$ cat src/rtl/spi_lcd_rx.sv
// spi_lcd_rx
// Receives LCD bytes from a mode-0 SPI controller. The SPI pins are
// oversampled in the clk_sys_i domain. Each completed byte, together with the
// data/command flag sampled on its last bit, goes into a small FIFO.
//
// Ports
//   clk_sys_i    system clock, the only clock in the block
//   rst_sys_i    asynchronous active-high reset
//   spi_sck_i    SPI clock (CPOL=0, CPHA=0), oversampled
//   spi_cs_ni    chip select, active low
//   spi_copi_i   serial data, MSB first
//   spi_dc_i     LCD data(1)/command(0) flag, taken with bit 0 of each byte
//   byte_o       head-of-FIFO byte (0 while empty)
//   dc_o         dc flag belonging to byte_o (0 while empty)
//   valid_o      FIFO not empty
//   ready_i      consumer pops the head when valid_o && ready_i
//   level_o      FIFO occupancy
//   frame_err_o  one-cycle pulse when chip select is released mid-byte
//   ovf_cnt_o    saturating count of bytes dropped on a full FIFO
module spi_lcd_rx #(
    parameter int FifoDepth  = 4,
    parameter int SyncStages = 2
) (
    input  logic                       clk_sys_i,
    input  logic                       rst_sys_i,
    input  logic                       spi_sck_i,
    input  logic                       spi_cs_ni,
    input  logic                       spi_copi_i,
    input  logic                       spi_dc_i,
    output logic [7:0]                 byte_o,
    output logic                       dc_o,
    output logic                       valid_o,
    input  logic                       ready_i,
    output logic [$clog2(FifoDepth):0] level_o,
    output logic                       frame_err_o,
    output logic [7:0]                 ovf_cnt_o
);

    localparam int AddrW = $clog2(FifoDepth);
    localparam int LvlW  = AddrW + 1;
    localparam logic [LvlW-1:0] FullLvl = LvlW'(FifoDepth);

    typedef enum logic {
        IDLE  = 1'b0,
        SHIFT = 1'b1
    } state_t;

    logic [SyncStages-1:0] sck_sync;
    logic [SyncStages-1:0] cs_sync;
    logic [SyncStages-1:0] copi_sync;
    logic [SyncStages-1:0] dc_sync;
    logic                  sck_s;
    logic                  cs_s;
    logic                  copi_s;
    logic                  dc_s;

    logic                  sck_d;
    logic                  sck_rise_q;
    logic                  copi_q;
    logic                  dc_q;

    state_t                state_q;
    state_t                state_d;
    logic                  enter_shift;
    logic                  abort_frame;
    logic                  shift_en;

    logic [2:0]            bit_cnt;
    logic [7:0]            shreg;
    logic [7:0]            done_byte;
    logic                  done_dc;
    logic                  push_pend;
    logic                  frame_err_q;

    logic [8:0]            fifo_mem [FifoDepth];
    logic [AddrW-1:0]      wr_ptr;
    logic [AddrW-1:0]      rd_ptr;
    logic [LvlW-1:0]       count;
    logic                  fifo_full;
    logic                  pop;
    logic                  push_ok;
    logic [8:0]            head;

    // Input synchronisers. Chip select resets to the released level so that a
    // select already held low at reset release looks like a fresh assertion.
    always_ff @(posedge clk_sys_i or posedge rst_sys_i) begin
        if (rst_sys_i) begin
            sck_sync  <= '0;
            cs_sync   <= '1;
            copi_sync <= '0;
            dc_sync   <= '0;
        end else begin
            sck_sync  <= {sck_sync[SyncStages-2:0], spi_sck_i};
            cs_sync   <= {cs_sync[SyncStages-2:0], spi_cs_ni};
            copi_sync <= {copi_sync[SyncStages-2:0], spi_copi_i};
            dc_sync   <= {dc_sync[SyncStages-2:0], spi_dc_i};
        end
    end

    assign sck_s  = sck_sync[SyncStages-1];
    assign cs_s   = cs_sync[SyncStages-1];
    assign copi_s = copi_sync[SyncStages-1];
    assign dc_s   = dc_sync[SyncStages-1];

    // Rising-edge detector on the synchronised clock. The pulse is registered,
    // and copi/dc are registered with it, so the data bit stays aligned with
    // the edge that sampled it.
    always_ff @(posedge clk_sys_i or posedge rst_sys_i) begin
        if (rst_sys_i) begin
            sck_d      <= 1'b0;
            sck_rise_q <= 1'b0;
            copi_q     <= 1'b0;
            dc_q       <= 1'b0;
        end else begin
            sck_d      <= sck_s;
            sck_rise_q <= sck_s & ~sck_d;
            copi_q     <= copi_s;
            dc_q       <= dc_s;
        end
    end

    // Frame state register.
    always_ff @(posedge clk_sys_i or posedge rst_sys_i) begin
        if (rst_sys_i) begin
            state_q <= IDLE;
        end else begin
            state_q <= state_d;
        end
    end

    // Next-state logic. Releasing the select with a partial byte in the shift
    // register flags a framing error.
    always_comb begin
        state_d     = state_q;
        enter_shift = 1'b0;
        abort_frame = 1'b0;
        case (state_q)
            IDLE: begin
                if (!cs_s) begin
                    state_d     = SHIFT;
                    enter_shift = 1'b1;
                end
            end
            SHIFT: begin
                if (cs_s) begin
                    state_d     = IDLE;
                    abort_frame = (bit_cnt != 3'd0);
                end
            end
            default: state_d = IDLE;
        endcase
    end

    assign shift_en = (state_q == SHIFT) && !cs_s && sck_rise_q;

    // Shift register and bit counter. When the eighth bit arrives, the whole
    // byte and its dc flag are latched, and a push is requested for the next
    // cycle.
    always_ff @(posedge clk_sys_i or posedge rst_sys_i) begin
        if (rst_sys_i) begin
            bit_cnt     <= 3'd0;
            shreg       <= 8'd0;
            done_byte   <= 8'd0;
            done_dc     <= 1'b0;
            push_pend   <= 1'b0;
            frame_err_q <= 1'b0;
        end else begin
            push_pend   <= shift_en && (bit_cnt == 3'd7);
            frame_err_q <= abort_frame;
            if (enter_shift) begin
                bit_cnt <= 3'd0;
                shreg   <= 8'd0;
            end else if (shift_en) begin
                shreg   <= {shreg[6:0], copi_q};
                bit_cnt <= bit_cnt + 3'd1;
                if (bit_cnt == 3'd7) begin
                    done_byte <= {shreg[6:0], copi_q};
                    done_dc   <= dc_q;
                end
            end
        end
    end

    assign fifo_full = (count == FullLvl);
    assign pop       = valid_o && ready_i;
    assign push_ok   = push_pend && (!fifo_full || pop);

    // FIFO storage. It needs no reset because an empty FIFO masks the head.
    always_ff @(posedge clk_sys_i) begin
        if (push_ok) begin
            fifo_mem[wr_ptr] <= {done_dc, done_byte};
        end
    end

    // FIFO pointers, occupancy and overflow counter. A push into a full FIFO
    // still succeeds when the head leaves in the same cycle.
    always_ff @(posedge clk_sys_i or posedge rst_sys_i) begin
        if (rst_sys_i) begin
            wr_ptr    <= '0;
            rd_ptr    <= '0;
            count     <= '0;
            ovf_cnt_o <= 8'd0;
        end else begin
            if (push_ok) begin
                wr_ptr <= wr_ptr + 1'b1;
            end
            if (pop) begin
                rd_ptr <= rd_ptr + 1'b1;
            end
            case ({push_ok, pop})
                2'b10:   count <= count + 1'b1;
                2'b01:   count <= count - 1'b1;
                default: count <= count;
            endcase
            if (push_pend && fifo_full && !pop && (ovf_cnt_o != 8'hFF)) begin
                ovf_cnt_o <= ovf_cnt_o + 8'd1;
            end
        end
    end

    assign head        = fifo_mem[rd_ptr];
    assign valid_o     = (count != '0);
    assign byte_o      = valid_o ? head[7:0] : 8'd0;
    assign dc_o        = valid_o ? head[8] : 1'b0;
    assign level_o     = count;
    assign frame_err_o = frame_err_q;

endmodule

$ cat config.mk
export PLATFORM = sky130hd
export DESIGN_NAME = spi_lcd_rx
export DESIGN_NICKNAME = d
export VERILOG_FILES = /design/src/rtl/spi_lcd_rx.sv
export SDC_FILE = /design/constraint.sdc
export NUM_CORES = 1
export LEC_CHECK = 0
export ABC_AREA = 1
export CORE_MARGIN = 2
export CORE_UTILIZATION = 55
export DETAILED_ROUTE_END_ITERATION = 12
export GPL_ROUTABILITY_DRIVEN = 0
export PLACE_DENSITY = 0.75
export REMOVE_ABC_BUFFERS = 1
export SYNTH_ARGS = -nofsm -noshare
export SYNTH_HDL_FRONTEND = slang
export SYNTH_SLANG_ARGS = --single-unit
$ cat constraint.sdc
create_clock -name clk_sys_i -period 2.4 [get_ports clk_sys_i]
set_input_delay 0.24 -clock clk_sys_i [delete_from_list [all_inputs] [get_ports clk_sys_i]]
set_output_delay 0.24 -clock clk_sys_i [all_outputs]
set_load 0.05 [all_outputs]
==> impl_metrics.ini, run 1 <==
[outcome]
outcome = complete, no violations

[placed_design]
dp_slack_ns = 0.158
place_hpwl_um = 3960
io_buffers = 28
post_dp_cell_area_mm2 = 0.00398

[setup_path]
start_kind = register
r2r_slack_ns = 0.31
rr_startpoint = level_o[0]
endpoint_kind = register
path_delay_family = simple AND/OR/NAND/NOR gates
r2r_cells = 9
path_class = reg2reg
crit_path_start = level_o[0]
path_buf_inv = 1
path_cells = nor2_2, nand3_1, nand2_2, ha_1, inv_1, fa_1, or2_2, nand2_1, xor2_1
worst_r2r_endpoint = level_o[2]
cp_max_fo = 8
cpMaxStageDelayCell = dfrtp_1
slowest_delay_ns = 0.42
required_ns = 2.66
worst-path-stages = 9
worstPathArrival_ns = 2.36
crit_end = level_o[2]

[global_route]
grt_max_degree = 21
overflow = 0
first_global_vias = 2226
antenna_found_initial = 0
grt.total_usage = 0.190
grt_pass1_wl_um = 10500

[drt]
wl_per_cell_um = 13.2
routed_wl_um = 5850
initialDrtViolationCount = 93
dr_total_vias = 2247
drt-vias-per-instance = 5.07
drc = 0
first_pass_iters = 5
ant_nets = 0

[cells_and_area]
final_core_util = 0.669
nFillCells = 497
regArea_mm2 = 0.00231
multi_input_area_mm2 = 0.00100
final_area_mm2 = 0.00417
layout.nets = 378
diodes = 0
drive_gt1_frac = 0.145
synthToLayoutAreaGrowth_pct = 19.3

[timing]
hold_viol_final = 0
setup_viol = 0
worst_slack_ns = 0.307
final.setup_skew_ns = 0.00564
worst_pin_slew_ns = 0.579
clock.fmax_mhz = 478
fin_crit_ns = 2.09
final_max_slew_viol_count = 0
maxSlewHeadroom = 0.614
post-route-period-util = 0.872
rsz0062_at_grt = false

[pwr]
leakagePower_nw = 1.79
pwr-share-comb = 0.408
pwr-share-seq = 0.371
clkPwrFrac = 0.221
power.switching_w = 0.00160
p_per_area_mw_per_mm2 = 1040
total_power_w = 0.00435
switching_share = 0.369
ir_drop_mv = 1.10
intPower_w = 0.00274

[floorplan]
die-area_mm2 = 0.00701
die_x_um = 83.8
pin_count = 29
fp.dieH_um = 83.8
rows = 29
start_util = 0.561
core_area_mm2 = 0.00624

[clock_tree]
htree_levels = 3
cts_hold_buf = 0
cts_buffer_depth = 2
cts_made_buffers = 9
cts.sinks = 85
cts_setup_buffers = 0
clkSlewWorstSetupHoldPaths_ns = 0.08
clk_latency_ns = 0.35
cts_resized = 0
cts_root_buffer = clkbuf_8
cts_tree = yes

[synth]
synth_edf_count = 36
ys_warn_count = 0
synth_top_area_cell = dfrtp_1
syn_area_per_cell_um2 = 10.9
yosysMostFrequentCell = nand2_1
syn-cell-area_mm2 = 0.00350
ys_seq_area_frac = 0.660
ys_ff_latch = 85
synthDistinctLibCells = 27
async_flop_share = 0.576
synth_common_cells = nand2_1 (57), dfrtp_1 (47), nor2_1 (46), edfxtp_1 (36), inv_1 (36)
postSynthCellCount = 320
post_synth_main_area_contributors = dfrtp_1 (34%), edfxtp_1 (31%), nand2_1 (6.1%)
synth_top_area_frac = 0.336
synth_ff_type = dfrtp_1

[flow_run]
drv_cap = 0

[hold_path]
hold_class = in2async
==> per-layer routing <==
layer / routed length (um) / GRT usage
met1: 2690 / 0.250
met2: 2860 / 0.301
met3: 193 / 0.0504
met4: 96 / 0.0836
met5: 0 / 0
==> state kept, by name (all words and copies together) (netlist names), 2 cells and up <==
name,cells
cs_sync,2
level_o,3
done_byte,8
bit_cnt,3
fifo_mem,36
wr_ptr,2
shreg,7
copi_sync,2
dc_sync,2
rd_ptr,2
sck_sync,2
ovf_cnt_o,8
==> cell families after synthesis <==
logic type,synth area share
buf+inv,0.0526
compound gates,0.0866
fa+ha+maj,0.0379
xor+xnor,0.0175
flops,0.660
simple gates,0.145
==> how the worst min path moves through the flow <==
stage	from	end	slack [ns]	cells past startpoint
CTS	rst_sys_i	state_q	0.15	2
detailed placement	copi_sync[0]	copi_sync[1]	0.34	0
global placement	dc_sync[0]	dc_sync[1]	0.33	0
global route	rst_sys_i	sck_d	0.17	2
floorplan	spi_cs_ni	cs_sync[0]	0.24	0
finish	rst_sys_i	state_q	0.15	2
==> stage by stage <==
step	std cells	setup TNS (ns)	hold WS [ns]
6_report	443	0	0.153
5_1_grt	443	0	0.167
4_1_cts	443	0	0.147
3_5_place_dp	427	0	0.336
3_3_place_gp	427	0	0.333
2_1_floorplan	314	-1.55	0.244
==> final cells by class <==
type,instances,share of cell area
clock buffers,9,0.0297
well taps,77,0.0231
inverters,38,0.0342
multi-input cells,191,0.241
flip-flops and latches,85,0.554
repair buffers,36,0.103
clock inverters,7,0.0156
==> power by group through the flow <==
stage / registers (W) / logic [W] / clock network (W)
global route: 0.00163 / 0.00189 / 0.00105
detailed placement: 0.00165 / 0.00178 / 0
floorplan: 0.00177 / 0.000861 / 0
CTS: 0.00161 / 0.00179 / 0.000980
finish: 0.00161 / 0.00177 / 0.000961
global placement: 0.00164 / 0.00176 / 0
==> cell usage in the layout (no fill, tap or decap) <==
cell type	n
nand2_1	57
dfrtp_1	47
nor2_1	46
edfxtp_1	36
inv_1	35
o21ai_0	24
clkdlybuf4s50_1	19
a21oi_1	12
ha_1	9
clkbuf_8	9
buf_12	9
o21ai_2	8
buf_4	8
nand3_1	7
o22ai_1	7
nand2_2	4
clkinv_1	4
xor2_1	4
nor2_2	3
xnor2_1	3
clkinv_2	2
dfstp_2	2
nand3b_1	1
nand4_1	1
nor2_4	1
nand2_4	1
a21oi_2	1
inv_2	1
or2_2	1
fa_1	1
clkinv_4	1
inv_6	1
bufinv_16	1
(Power assumes the default switching activity.)
==> run 2: changes to the inputs <==
- CTS_CLUSTER_SIZE: default -> 14
- GPL_ROUTABILITY_DRIVEN: 0 -> default
- GPL_TIMING_DRIVEN: default -> 0
==> impl_metrics.ini, run 2 (same netlist as run 1, synthesis figures left out) <==
[drt]
routed_wl_um = 5530
first_pass_iters = 4
initialDrtViolationCount = 107
drt-vias-per-instance = 4.97
dr_total_vias = 2165
wl_per_cell_um = 12.7
drc = 0
ant_nets = 0

[setup_path]
worstPathArrival_ns = 1.92
cp_max_fo = 9
endpoint_kind = primary output
required_ns = 2.16
path_class = reg2out
start_kind = register

[clock_tree]
htree_levels = 3
cts_buffer_depth = 2
cts_hold_buf = 0
cts_setup_buffers = 0
cts_root_buffer = clkbuf_8
cts_made_buffers = 9
clk_latency_ns = 0.34
cts_tree = yes
clkSlewWorstSetupHoldPaths_ns = 0.08
cts.sinks = 85

[cells_and_area]
drive_gt1_frac = 0.142
regMostFlops = fifo_mem
synthToLayoutAreaGrowth_pct = 15.4
layout.nets = 372
nFillCells = 484
final_core_util = 0.647
layout_common_cells = nand2_1 (57), nor2_1 (46), dfrtp_1 (45)
final_cells = 436
largest_reg_flops = 36
final_area_mm2 = 0.00404
diodes = 0
reg_top3 = fifo_mem (36), done_byte (8), ovf_cnt_o (8)
final_common_cell = nand2_1

[flow_run]
drv_cap = 0

[placed_design]
globalplace.congestion = 0.783
io_buffers = 28
placed_cells = 420
post_dp_cell_area_mm2 = 0.00385
dp_slack_ns = -0.181
place_hpwl_um = 3500

[timing]
rsz0062_at_grt = false
fin_crit_ns = 2.16
setup_viol = 0
post-route-period-util = 0.902
hold_viol_final = 0
final_max_slew_viol_count = 0
worst_pin_slew_ns = 0.867
worst_slack_ns = 0.236
clock.fmax_mhz = 462
final.setup_skew_ns = 0.00532
maxSlewHeadroom = 0.420

[global_route]
antenna_found_initial = 0
grt.total_usage = 0.176
grt_pass1_wl_um = 9460
grt_max_degree = 37
overflow = 0
first_global_vias = 2102

[floorplan]
start_util = 0.561
die_x_um = 83.8
pin_count = 29
die-area_mm2 = 0.00701
fp.dieH_um = 83.8
core_area_mm2 = 0.00624
rows = 29

[outcome]
outcome = complete, no violations

[hold_path]
hold_class = in2async

[pwr]
leakagePower_nw = 1.70
ir_drop_mv = 0.654
p_per_area_mw_per_mm2 = 975
total_power_w = 0.00394
## run 2: cell count changes in the layout (fill, tap and decap cells not counted), moves of 2 or more
cell,before,now
buf_12,9,1
buf_4,8,0
clkbuf_2,0,4
clkdlybuf4s15_2,0,5
clkinv_1,4,1
clkinv_2,2,4
clkinvlp_4,0,3
dfrtp_1,47,45
## run 2: metrics by stage
stage,hold WS (ns),setup TNS [ns]
5_1_grt,0.188,0
3_3_place_gp,0.332,-0.679
4_1_cts,0.158,0
2_1_floorplan,0.244,-1.55
6_report,0.159,0
3_5_place_dp,0.335,-1.14
## run 2: layout make-up
cell class | count | area, um^2 | share of cell area
Tap cell | 77 | 96.3 | 0.0239
Timing Repair inverter | 1 | 7.51 | 0.00186
Clock inverter | 5 | 52.6 | 0.0130
Clock buffer | 10 | 128 | 0.0316
Timing Repair Buffer | 29 | 287 | 0.0710
Sequential cell | 85 | 2310 | 0.573
Inverter | 38 | 148 | 0.0366
Multi-Input combinational cell | 191 | 1000 | 0.249
## run 2: final timing paths
check | start | endpoint | slack, ns | depth (start not counted)
setup / recovery | level_o[0] | byte_o[3] | 0.24 | 5
hold / removal | rst_sys_i | bit_cnt[0] | 0.16 | 2
setup reg to reg | level_o[0] | level_o[2] | 0.29 | 9
hold reg to reg | dc_sync[1] | dc_q | 0.35 | 0
max in group asynchronous | rst_sys_i | rd_ptr[0] | 1.73 | 3
min in group clk_sys_i | spi_cs_ni | cs_sync[0] | 0.30 | 1
## run 2: critical path, stage by stage (launching register included)
cell,delay [ns]
dfrtp_1,0.44
nor2_2,0.08
nand2_1,0.13
clkinv_1,0.28
a21oi_1,0.25
clkdlybuf4s15_2,0.40
## run 2: routing by layer
metal	GRT usage	share of wire
met5	0	0
met4	0.106	0.025
met1	0.224	0.45
met2	0.284	0.49
met3	0.0326	0.037
## run 2: what timing repair did
action / CTS / global route
resized for setup: 26 / 7
setup endpoints to repair: 9 / 8
gates cloned: 0 / 1
pin swaps: 0 / 0
## run 2: where the power goes
group | switching, W | leakage (nW) | total, W | internal [W]
sequential | 0.000137 | 0.924 | 0.00171 | 0.00157
clock | 0.000462 | 0.0919 | 0.000931 | 0.000470
combinational | 0.000919 | 0.683 | 0.00129 | 0.000374
